**src/rtl/encoder_circuit.sv**
```systemverilog
// Registered 8-to-3 priority encoder with valid and multi-hot flags.
// One clock of latency; PRIORITY_HIGH selects MSB-wins (1) or LSB-wins (0).
module encoder_circuit #(
   parameter int PRIORITY_HIGH = 1
) (
   input  logic       clk,
   input  logic       rst,
   input  logic [7:0] d,
   output logic [2:0] a,
   output logic       valid,
   output logic       multi
);

   logic [2:0] w_idx;
   logic       w_any;
   logic [7:0] w_low_cleared;
   logic       w_multi;

   logic [2:0] r_a;
   logic       r_valid;
   logic       r_multi;

   // Later loop iterations overwrite earlier ones, so scan order sets the winner.
   always_comb begin
      w_idx = 3'd0;
      if (PRIORITY_HIGH != 0) begin
         for (int i = 0; i < 8; i++) begin
            if (d[i]) w_idx = 3'(i);
         end
      end else begin
         for (int i = 7; i >= 0; i--) begin
            if (d[i]) w_idx = 3'(i);
         end
      end
   end

   // Clearing the lowest set bit leaves something only when two or more were set.
   always_comb begin
      w_any         = |d;
      w_low_cleared = d & (d - 8'd1);
      w_multi       = |w_low_cleared;
   end

   always_ff @(posedge clk) begin
      if (rst) begin
         r_a     <= 3'd0;
         r_valid <= 1'b0;
         r_multi <= 1'b0;
      end else begin
         r_a     <= w_idx;
         r_valid <= w_any;
         r_multi <= w_multi;
      end
   end

   assign a     = r_a;
   assign valid = r_valid;
   assign multi = r_multi;

endmodule

```
**config.mk**
```make
export PLATFORM = sky130hd
export DESIGN_NAME = encoder_circuit
export DESIGN_NICKNAME = d
export VERILOG_FILES = /design/src/rtl/encoder_circuit.sv
export SDC_FILE = /design/constraint.sdc
export NUM_CORES = 1
export LEC_CHECK = 0
export CORE_AREA = 5 5 42 44
export DETAILED_ROUTE_END_ITERATION = 8
export DIE_AREA = 0 0 47 49
export SLEW_MARGIN = 15
export SYNTH_ARGS = -nofsm -noshare
export SYNTH_HDL_FRONTEND = slang
export SYNTH_SLANG_ARGS = --single-unit
```
**constraint.sdc**
```tcl
create_clock -name clk -period 0.87 [get_ports clk]
set_input_delay 0.087 -clock clk [delete_from_list [all_inputs] [get_ports clk]]
set_output_delay 0.087 -clock clk [all_outputs]
set_load 0.01 [all_outputs]
```
# == Word-level counts from Yosys, hierarchy flattened ==
# Cells that the tools add are included.
# totals
reg_bits,5
latch_bits,0
mem_bits_rw,0
rom_bits,0
in_bits,10
word_cells,14
memories,0
# op_classes
add_sub_neg,1
n_mul,0
n_div,0
magnitude_cmp,0
eq_ne,0
shift,0
n_mux,7
bitwise,1
n_reduce_logical,2
# op_table
op,n
two-way mux 3 bit,6
OR reduction 8 bit,2
AND 8 bit,1
subtractor 8 x 1 -> 8 bit (second input constant),1
two-way mux 1 bit,1

# == Depth between registers and ports, before layout ==
# Gate-level depths: netlist of run 1.
# depth
word_depth,7
depth_mapped,4

# == Worst setup path after synthesis of run 1 ==
# No wires, ideal clock.
# synth_path
path_type,in2reg
start,input d[0]
end,register r_multi (netlist: multi)
setup_ns,0.139
arrival_ns,0.652
path_slack_ns,0.079
stages,3
path_buffers,0
cell_sequence,maj3_2 o31ai_1 a221oi_1
# synth_via
elab_chain_cells,3
# synth_lines
item,line,source
start: declaration,8,"input logic [7:0] d,"
subtractor 8 x 1 -> 8 bit,40,w_low_cleared = d & (d - 8'd1);
AND 8 bit *,40,
OR reduction 8 bit *,41,w_multi = |w_low_cleared;
end signal: assignment,52,r_multi <= w_multi;
end: declaration,21,logic r_multi;
# Every way passes the cells marked *; elsewhere a longest branch is shown, timed or not.
# A chain may end at the register's enable or synchronous reset.

# == Final worst setup path of run 1 ==
# Same ends and word-level chain as after synthesis.

==> key figures, run 1 <==
Status
  – Status: completed

Clock tree
  – CTS tree: built
  – Post-CTS setup buffer count: 0
  – CTS sink cnt: 5
  – CTS buffer count: 3
  – H-tree levels: 1
  – Root Driver: clkbuf_4
  – Clock-pin slew on the worst setup and hold paths: 0.04 ns
  – Max Root-Sink Buffers: 2

Cells and area
  – Layout cells sized above 1: 37.50%
  – Commonest non-fill, non-tap cells in the layout: dlygate4sd2_1 (7), clkbuf_2 (6), a21oi_1 (5), dfxtp_1 (5), buf_4 (5)
  – ANT cells: 0
  – Core Util, Final: 31.70%
  – Commonest non-fill, non-tap cell in the layout: dlygate4sd2_1
  – Nets: 59
  – Area growth, synth to finish: 98.32%

STA
  – RSZ-0062 raised after global routing: true
  – F_max: roughly 1200 MHz
  – Final min period: 0.8685 ns
  – Worst-Margin Slew: ~0.33 ns
  – Fin. Hold Viols: 0
  – Final setup fails: 0
  – WHS: just over 0.2 ns
  – Final setup margin: 0.001491 ns
  – Final Slew Violations: 0
  – Final Cycle Share: roughly 100%
  – Setup TNS: 0 ns
  – Relative slew slack: 78.13%

GRT
  – Vias in the first global route: ~280
  – Largest net degree at the start of global routing: 6
  – GRT Util Overall: 7.259%
  – Initial antenna violation count: 0
  – Global-route wire length before repair: 1.104 mm
  – Gr ovfl total: 0

Min path
  – Worst Hold Class: input pin to register

Drt
  – Routed Wire Length: 690 um
  – Drt pass-1 iters: 3
  – WL/cell: approximately 11 um
  – Via density: between 4 and 5
  – DRC: 0
  – Antenna Nets Post-Route: 0
  – DRT iter0 DRCs: 3
  – Vias post-DR: 279

Synth
  – Synth warn: 0
  – Sequential share of the synthesized area: 44.69%
  – Cell variety after synth: 14
  – Mapped Area: 224.0 um^2
  – Post-synth net total: 35
  – Cell count after synthesis: 25
  – Post-Syn Area per Cell: 8.959 um^2
  – Synth Register Bits: 5

Critical path
  – Endpoint kind of the worst setup timing path: register
  – Highest fanout seen on the critical path: 2
  – CP arrival: 0.98 ns
  – Crit-path max cell delay: 0.33 ns
  – Crit path kind: input pin to register
  – WP data required: between 0.9 and 1 ns
  – Cell family with most CP delay: compound AO/OA/AOI/OAI gates
  – Critical path cell sequence: dlygate4sd2_1 > buf_4 > a2111o_1 > o31ai_4 > a221oi_2
  – Slowest cell on the critical path: a2111o_1
  – CP Buf/Inv Count: 2
  – Crit path launch type: input pin

Die
  – Boundary Pins: 15
  – Die Ht: 49 um
  – Die Footprint: 2303 um^2
  – Die W: 47 um
  – Core Footprint: 1401 um^2
  – Cell row count: 14
  – Effective utilization at floorplan: 15.98%

Place
  – Setup WS pre-CTS: -0.4741 ns
  – Port bufs: 14
  – Hpwl dp: 476.6 um
  – RePlAce Congestion: 0.7190

Pwr
  – IR drop worst, VDD: approximately 0.00033 V
  – Pwr/cell area: 1480 nW/um^2
  – Total power: 0.0006572 W
  – Static leakage: slightly above 0.2 nW

Run
  – Max Cap Viol: 0
[layer usage]
metal / global-route usage [%] / part of all wire [%] / routed length, um / vias up
met5: 0 / 0 / 0 / -
met4: 9.677 / 6.5 / 45 / 0
met3: 1.107 / 12 / 84 / 4
met2: 9.729 / 45 / 310 / 17
met1: 7.930 / 36 / 249 / 118
li1: - / - / - / 140
[cell families after synthesis]
family / synth area share, %
flops: 44.69
compound gates: 34.64
simple gates: 12.29
fa+ha+maj: 5.028
buf+inv: 3.353
[report_power, final]
group	switching (W)	internal [W]
Combinational	0.0000682	0.0000716
Clock	0.0000956	0.000173
Sequential	0.00000329	0.000245
Total	0.000167	0.000490
[metrics by stage]
| stage | cell area, um^2 | std cells |
|---|---|---|
| global placement | 421.7 | 60 |
| floorplan | 224.0 | 25 |
| CTS | 449.2 | 64 |
| global route | 444.2 | 64 |
| detailed placement | 421.7 | 60 |
| finish | 444.2 | 64 |
[path summary, 6_finish.rpt]
check,startpoint,to,cells past startpoint
hold / removal,d[3],valid$_SDFF_PP0_,3
setup / recovery,d[0],multi$_SDFF_PP0_,5
[cell usage after synthesis (all sizes together)]
library cell | count | share of area [%]
a21oi | 5 | 11
dfxtp | 5 | 45
inv | 2 | 3.4
nor2 | 2 | 3.4
o21ai | 2 | 4.5
a2111o | 1 | 5.0
a21o | 1 | 3.4
a221oi | 1 | 3.9
maj3 | 1 | 5.0
nand2b | 1 | 2.8
nor3 | 1 | 2.2
nor4b | 1 | 3.9
o21bai | 1 | 3.4
o31ai | 1 | 3.4
[cell type report]
type / count / area, um^2
Inverter: 2 / 7.507
Fill cell: 170 / 957.2
Tap cell: 16 / 20.02
Clock buffer: 4 / 26.28
Multi-Input combinational cell: 18 / 151.4
Timing Repair Buffer: 19 / 138.9
Sequential cell: 5 / 100.1
[what timing repair did]
item	4_1_cts	5_1_grt
hold buffers	0	0
endpoints found under the hold margin	0	0
resized for setup	20	10
setup endpoints to repair	8	7
pin swaps	2	1
[flip-flops by register name, summed over array words and instances (netlist names)]
name,flops
a,3
multi,1
valid,1
(Power assumes the default switching activity.)
==> run 2: changes to the inputs <==
--- a/config.mk
+++ b/config.mk
@@ -8,6 +8,7 @@
 export CORE_AREA = 5 5 42 44
 export DETAILED_ROUTE_END_ITERATION = 8
 export DIE_AREA = 0 0 47 49
+export PLACE_DENSITY_LB_ADDON = 0.1
 export SLEW_MARGIN = 15
 export SYNTH_ARGS = -nofsm -noshare
 export SYNTH_HDL_FRONTEND = slang
==> run 2 against run 1 <==
Power down 2.7%; die area stayed put; cell count grew 3.1%; global-route usage down 1.2 points; sequential cell count is the same; highest routed layer unchanged.
==> key figures, run 2 (synthesis gave the netlist of run 1 again) <==
Status
  – Status: completed (unchanged)

Pwr
  – Sequential power share: 38.9% (was 37.8%)
  – Switching power: 0.0001465 W (was 0.0001671 W)
  – Clock network power share: 40.3% (was 40.9%)
  – Internal power: 0.0004932 W (was 0.0004901 W)
  – Static leakage: 0.2133 nW (was 0.2057 nW)
  – Switch share: 22.90% (was 25.42%)
  – Logic pwr share: 20.8% (was 21.3%)
  – IR drop worst, VDD: 0.0003105 V (was 0.0003305 V)
  – Pwr/cell area: 1432 nW/um^2 (was 1480 nW/um^2)

Drt
  – DRC: 0 (unchanged)
  – Via density: 4.121 (was 4.359)
  – Vias post-DR: 272 (was 279)
  – Routed Wire Length: 618 um (was 690 um)
  – Drt pass-1 iters: 4 (was 3)
  – Antenna Nets Post-Route: 0 (unchanged)
  – WL/cell: 9.364 um (was 10.78 um)
  – DRT iter0 DRCs: 5 (was 3)

Place
  – RePlAce Congestion: 0.7327 (was 0.7190)
  – Port bufs: 14 (unchanged)
  – Dpl cell area: 436.7 um^2 (was 421.7 um^2)

Critical path
  – CP arrival: 0.94 ns (was 0.98 ns)
  – Critical path cell sequence: dlygate4sd2_1 > buf_4 > a2111o_1 > o31ai_2 > a221oi_1 (was dlygate4sd2_1 > buf_4 > a2111o_1 > o31ai_4 > a221oi_2)
  – Crit-path max cell delay: 0.30 ns (was 0.33 ns)
  – Crit path launch type: input pin (unchanged)
  – Highest fanout seen on the critical path: 2 (unchanged)
  – WP data required: 0.97 ns (was 0.99 ns)
  – Slowest cell on the critical path: a2111o_1 (unchanged)
  – Endpoint kind of the worst setup timing path: register (unchanged)
  – Crit path kind: input pin to register (unchanged)

STA
  – Final Cycle Share: 96.37% (was 99.83%)
  – Setup TNS: 0 ns (unchanged)
  – Fin. Hold Viols: 0 (unchanged)
  – Final min period: 0.8385 ns (was 0.8685 ns)
  – Relative slew slack: 82.60% (was 78.13%)
  – Final Slew Violations: 0 (unchanged)
  – Worst-Margin Slew: 0.2604 ns (was 0.3256 ns)
  – F_max: 1193 MHz (was 1151 MHz)
  – Final setup fails: 0 (unchanged)
  – RSZ-0062 raised after global routing: false (was true)

GRT
  – Vias in the first global route: 272 (was 278)
  – Initial antenna violation count: 0 (unchanged)
  – Global-route wire length before repair: 952 um (was 1.104 mm)
  – GRT Util Overall: 6.056% (was 7.259%)
  – Gr ovfl total: 0 (unchanged)
  – Largest net degree at the start of global routing: 6 (unchanged)

Die
  – Cell row count: 14 (unchanged)
  – Effective utilization at floorplan: 15.98% (unchanged)
  – Die Footprint: 2303 um^2 (unchanged)
  – Die Ht: 49 um (unchanged)
  – Boundary Pins: 15 (unchanged)
  – Core Footprint: 1401 um^2 (unchanged)
  – Die W: 47 um (unchanged)

Cells and area
  – Nets: 61 (was 59)
  – Max reg flops: 3 (unchanged)
  – Commonest non-fill, non-tap cells in the layout: buf_4 (7), a21oi_1 (5), dfxtp_1 (5), clkbuf_2 (5), dlygate4sd2_1 (4) (was dlygate4sd2_1 (7), clkbuf_2 (6), a21oi_1 (5), dfxtp_1 (5), buf_4 (5))
  – Commonest non-fill, non-tap cell in the layout: buf_4 (was dlygate4sd2_1)
  – Final Cell Area: 446.7 um^2 (was 444.2 um^2)
  – ANT cells: 0 (unchanged)
  – Core Util, Final: 31.87% (was 31.70%)
  – Layout cells sized above 1: 36.00% (was 37.50%)
  – Area growth, synth to finish: 99.44% (was 98.32%)
  – Layout fillers: 164 (was 170)

Clock tree
  – CTS tree: built (unchanged)
  – Root Driver: clkbuf_4 (unchanged)
  – Clock-pin slew on the worst setup and hold paths: 0.04 ns (about the same)
  – CTS buffer count: 3 (unchanged)
  – H-tree levels: 1 (unchanged)
  – Hold_buf cts: 0 (unchanged)
  – Max Root-Sink Buffers: 2 (unchanged)
  – CTS sink cnt: 5 (unchanged)

Min path
  – Worst Hold Class: input pin to register (unchanged)

Run
  – Max Cap Viol: 0 (unchanged)
==> run 2: cell types whose count changed in the layout (fill, tap and decap cells not counted), sizes merged <==
cell,before,now
dlymetal6s2s,0,1
clkbuf,10,9
dlygate4sd2,7,4
buf,5,7
clkdlybuf4s15,0,3
==> run 2: layer usage <==
metal  part of all wire (%)  global-route usage (%)  vias to the layer above  routed length, um
met4                    1.1                   5.530                        0                  7
met5                      0                       0                        -                  0
met1                     33                   5.275                      113                205
li1                       -                       -                      145                  -
met3                     15                   3.321                        2                 94
met2                     50                   9.276                       12                311
==> run 2: critical path, delay by kind of cell <==
family,cells,cell delay (ns)
AOI/OAI and AO/OA,3,0.48
buffers and inverters,2,0.39
==> run 2: power groups by stage <==
stage / Sequential [W] / Clock [W] / Combinational [W]
3_5_place_dp: 0.000253 / 0 / 0.000155
4_1_cts: 0.000249 / 0.000274 / 0.000142
6_report: 0.000249 / 0.000258 / 0.000133
2_1_floorplan: 0.000261 / 0 / 0.0000315
5_1_grt: 0.000249 / 0.000289 / 0.000147
3_3_place_gp: 0.000252 / 0 / 0.000155
==> run 2: timing repair <==
action | 4_1_cts | 5_1_grt
pin swaps | 2 | 2
setup buffers | 0 | 0
resized for setup | 19 | 9
endpoints found under the setup margin | 9 | 6
==> run 2: layout make-up <==
type / instances / area [um^2] / area share (%)
multi-input cells: 18 / 127.6 / 28.57
flip-flops and latches: 5 / 100.1 / 22.41
inverters: 2 / 7.507 / 1.681
repair buffers: 21 / 165.2 / 36.97
clock buffers: 4 / 26.28 / 5.882
well taps: 16 / 20.02 / 4.482
==> run 2: through the flow <==
stage / total power [W] / hold slack (ns) / cells / setup WS [ns]
2_1_floorplan: 0.0002924 / 0.1561 / 25 / 0.07901
3_3_place_gp: 0.0004072 / 0.7526 / 62 / -0.4785
3_5_place_dp: 0.0004078 / 0.7465 / 62 / -0.4985
4_1_cts: 0.0006645 / 0.3444 / 66 / 0.002571
5_1_grt: 0.0006858 / 0.2622 / 66 / 0.002366
6_report: 0.0006397 / 0.2288 / 66 / 0.03155
==> run 2: worst paths after layout <==
check / startpoint / to / depth (start not counted)
worst max-delay path: d[0] / multi$_SDFF_PP0_ / 5
worst min-delay path: d[6] / valid$_SDFF_PP0_ / 3
==> run 3: changes to the inputs <==
--- a/config.mk
+++ b/config.mk
@@ -5,10 +5,12 @@
 export SDC_FILE = /design/constraint.sdc
 export NUM_CORES = 1
 export LEC_CHECK = 0
-export CORE_AREA = 5 5 42 44
+export ABC_CLOCK_PERIOD_IN_PS = 870
+export CORE_AREA = 2 2 39 41
 export DETAILED_ROUTE_END_ITERATION = 8
-export DIE_AREA = 0 0 47 49
+export DIE_AREA = 0 0 41 43
 export PLACE_DENSITY_LB_ADDON = 0.1
+export SKIP_CTS_REPAIR_TIMING = 1
 export SLEW_MARGIN = 15
 export SYNTH_ARGS = -nofsm -noshare
 export SYNTH_HDL_FRONTEND = slang
==> run 3 against run 2 <==
Core utilization is 5.6 points higher; wire length is 3.4% higher; critical path depth is 4 lower; clock power is 3% higher; critical path type is now register to output pin; largest cell class unchanged; largest power group unchanged; highest routed layer unchanged.
==> key figures, run 3 (synthesis gave the netlist of run 1 again) <==
Drt
  – Via density: 4.348 (was 4.121)
  – DRC: 0 (unchanged)
  – DRT iter0 DRCs: 0 (was 5)
  – Max layer used: met4 (unchanged)
  – Met3 wire length: 68 um (was 94 um)
  – Drt pass-1 iters: 1 (was 4)
  – Met1 wire length: 223 um (was 205 um)
  – Antenna Nets Post-Route: 0 (unchanged)
  – WL/cell: 9.682 um (was 9.364 um)
  – Routed Wire Length: 639 um (was 618 um)
  – Vias post-DR: 287 (was 272)
  – Met2 wire len: 336 um (was 311 um)

Critical path
  – Cell family with most CP delay: flip-flops (was compound AO/OA/AOI/OAI gates)
  – Crit-path max cell delay: 0.29 ns (was 0.30 ns)
  – CP arrival: 0.69 ns (was 0.94 ns)
  – Worst path depth: 1 (was 5)
  – Highest fanout seen on the critical path: 1 (was 2)
  – Crit path from: multi$_SDFF_PP0_ (was d[0])
  – Critical path cell sequence: dlymetal6s2s_1 (was dlygate4sd2_1 > buf_4 > a2111o_1 > o31ai_2 > a221oi_1)
  – Endpoint kind of the worst setup timing path: output pin (was register)
  – Crit path to: multi (was multi$_SDFF_PP0_)
  – Slowest cell on the critical path: dfxtp_1 (was a2111o_1)
  – Crit path launch type: register (was input pin)
  – Crit path kind: register to output pin (was input pin to register)
  – WP data required: 0.78 ns (was 0.97 ns)
  – CP Buf/Inv Count: 1 (was 2)

Die
  – Core Footprint: 1384 um^2 (was 1401 um^2)
  – Effective utilization at floorplan: 16.18% (was 15.98%)
  – Boundary Pins: 15 (unchanged)
  – Die Footprint: 1763 um^2 (was 2303 um^2)
  – Cell row count: 14 (unchanged)
  – Die W: 41 um (was 47 um)
  – Die Ht: 43 um (was 49 um)

STA
  – Final setup fails: 0 (unchanged)
  – Fin. Hold Viols: 0 (unchanged)
  – Final Cycle Share: 89.38% (was 96.37%)
  – Relative slew slack: 85.37% (was 82.60%)
  – Final min period: 0.7776 ns (was 0.8385 ns)
  – F_max: 1286 MHz (was 1193 MHz)
  – RSZ-0062 raised after global routing: false (unchanged)
  – Final Slew Violations: 0 (unchanged)
  – Worst-Margin Slew: 0.2181 ns (was 0.2604 ns)

Pwr
  – Total power: 0.0006662 W (was 0.0006397 W)
  – Pwr/cell area: 1283 nW/um^2 (was 1432 nW/um^2)
  – Static leakage: 0.3281 nW (was 0.2133 nW)
  – IR drop worst, VDD: 0.0003984 V (was 0.0003105 V)

Run
  – Max Cap Viol: 0 (unchanged)

Cells and area
  – ANT cells: 0 (unchanged)
  – Area growth, synth to finish: 131.8% (was 99.44%)
  – Commonest non-fill, non-tap cell in the layout: dlymetal6s2s_1 (was buf_4)
  – Max reg flops: 3 (unchanged)
  – Layout cells sized above 1: 32.00% (was 36.00%)
  – Commonest non-fill, non-tap cells in the layout: dlymetal6s2s_1 (13), buf_4 (7), a21oi_1 (5), dfxtp_1 (5), clkbuf_4 (3) (was buf_4 (7), a21oi_1 (5), dfxtp_1 (5), clkbuf_2 (5), dlygate4sd2_1 (4))
  – Core Util, Final: 37.52% (was 31.87%)
  – Final Cell Area: 519.2 um^2 (was 446.7 um^2)
  – Nets: 61 (unchanged)

Clock tree
  – CTS sink cnt: 5 (unchanged)
  – CTS buffer count: 3 (unchanged)
  – Max Root-Sink Buffers: 2 (unchanged)
  – Clock-pin slew on the worst setup and hold paths: 0.05 ns (was 0.04 ns)
  – Root Driver: clkbuf_4 (unchanged)
  – CTS tree: built (unchanged)
  – H-tree levels: 1 (unchanged)

Status
  – Status: completed (unchanged)

GRT
  – Global-route wire length before repair: 986 um (was 952 um)
  – Largest net degree at the start of global routing: 6 (unchanged)
  – GRT Util Overall: 8.617% (was 6.056%)
  – Initial antenna violation count: 0 (unchanged)
  – Vias in the first global route: 276 (was 272)
  – Gr ovfl total: 0 (unchanged)

Min path
  – Worst Hold Class: input pin to register (unchanged)

Place
  – RePlAce Congestion: 0.6294 (was 0.7327)
  – Port bufs: 14 (unchanged)
  – Dpl cell area: 436.7 um^2 (unchanged)
-- run 3: worst min-delay path by stage --
stage	end	depth (start not counted)	startpoint	slack, ns
floorplan	a[0]$_SDFF_PP0_	1	rst	0.16
global placement	a[2]$_SDFF_PP0_	2	rst	0.75
global route	valid$_SDFF_PP0_	3	d[6]	0.29
CTS	valid$_SDFF_PP0_	2	rst	0.49
finish	valid$_SDFF_PP0_	3	d[6]	0.24
detailed placement	valid$_SDFF_PP0_	2	rst	0.74
-- run 3: final cells by class --
class	count	area [um^2]
Clock buffer	3	22.52
Clock inverter	1	5.005
Fill cell	141	864.6
Inverter	2	7.507
Multi-Input combinational cell	18	138.9
Sequential cell	5	100.1
Tap cell	16	20.02
Timing Repair Buffer	21	225.2
-- run 3: metal layers --
metal,GRT usage (%),up-vias
met5,0,-
met1,8.307,131
met2,13.13,11
met3,1.571,2
li1,-,143
met4,10.00,0
-- run 3: metrics by stage --
stage / cells / hold slack, ns / setup TNS, ns / setup slack, ns
final: 66 / 0.2369 / 0 / 0.09238
after floorplan: 25 / 0.1561 / 0 / 0.07901
after global routing: 66 / 0.2874 / 0 / 0.05565
after CTS: 66 / 0.4887 / -1.920 / -0.3020
after global placement: 62 / 0.7542 / -1.728 / -0.4511
after detailed placement: 62 / 0.7376 / -1.755 / -0.4658
-- run 3: where the power goes --
group / internal, W / switching [W] / leakage (nW)
Combinational: 0.0000913 / 0.0000620 / 0.268
Clock: 0.000166 / 0.0000993 / 0.0177
Sequential: 0.000245 / 0.00000254 / 0.0421
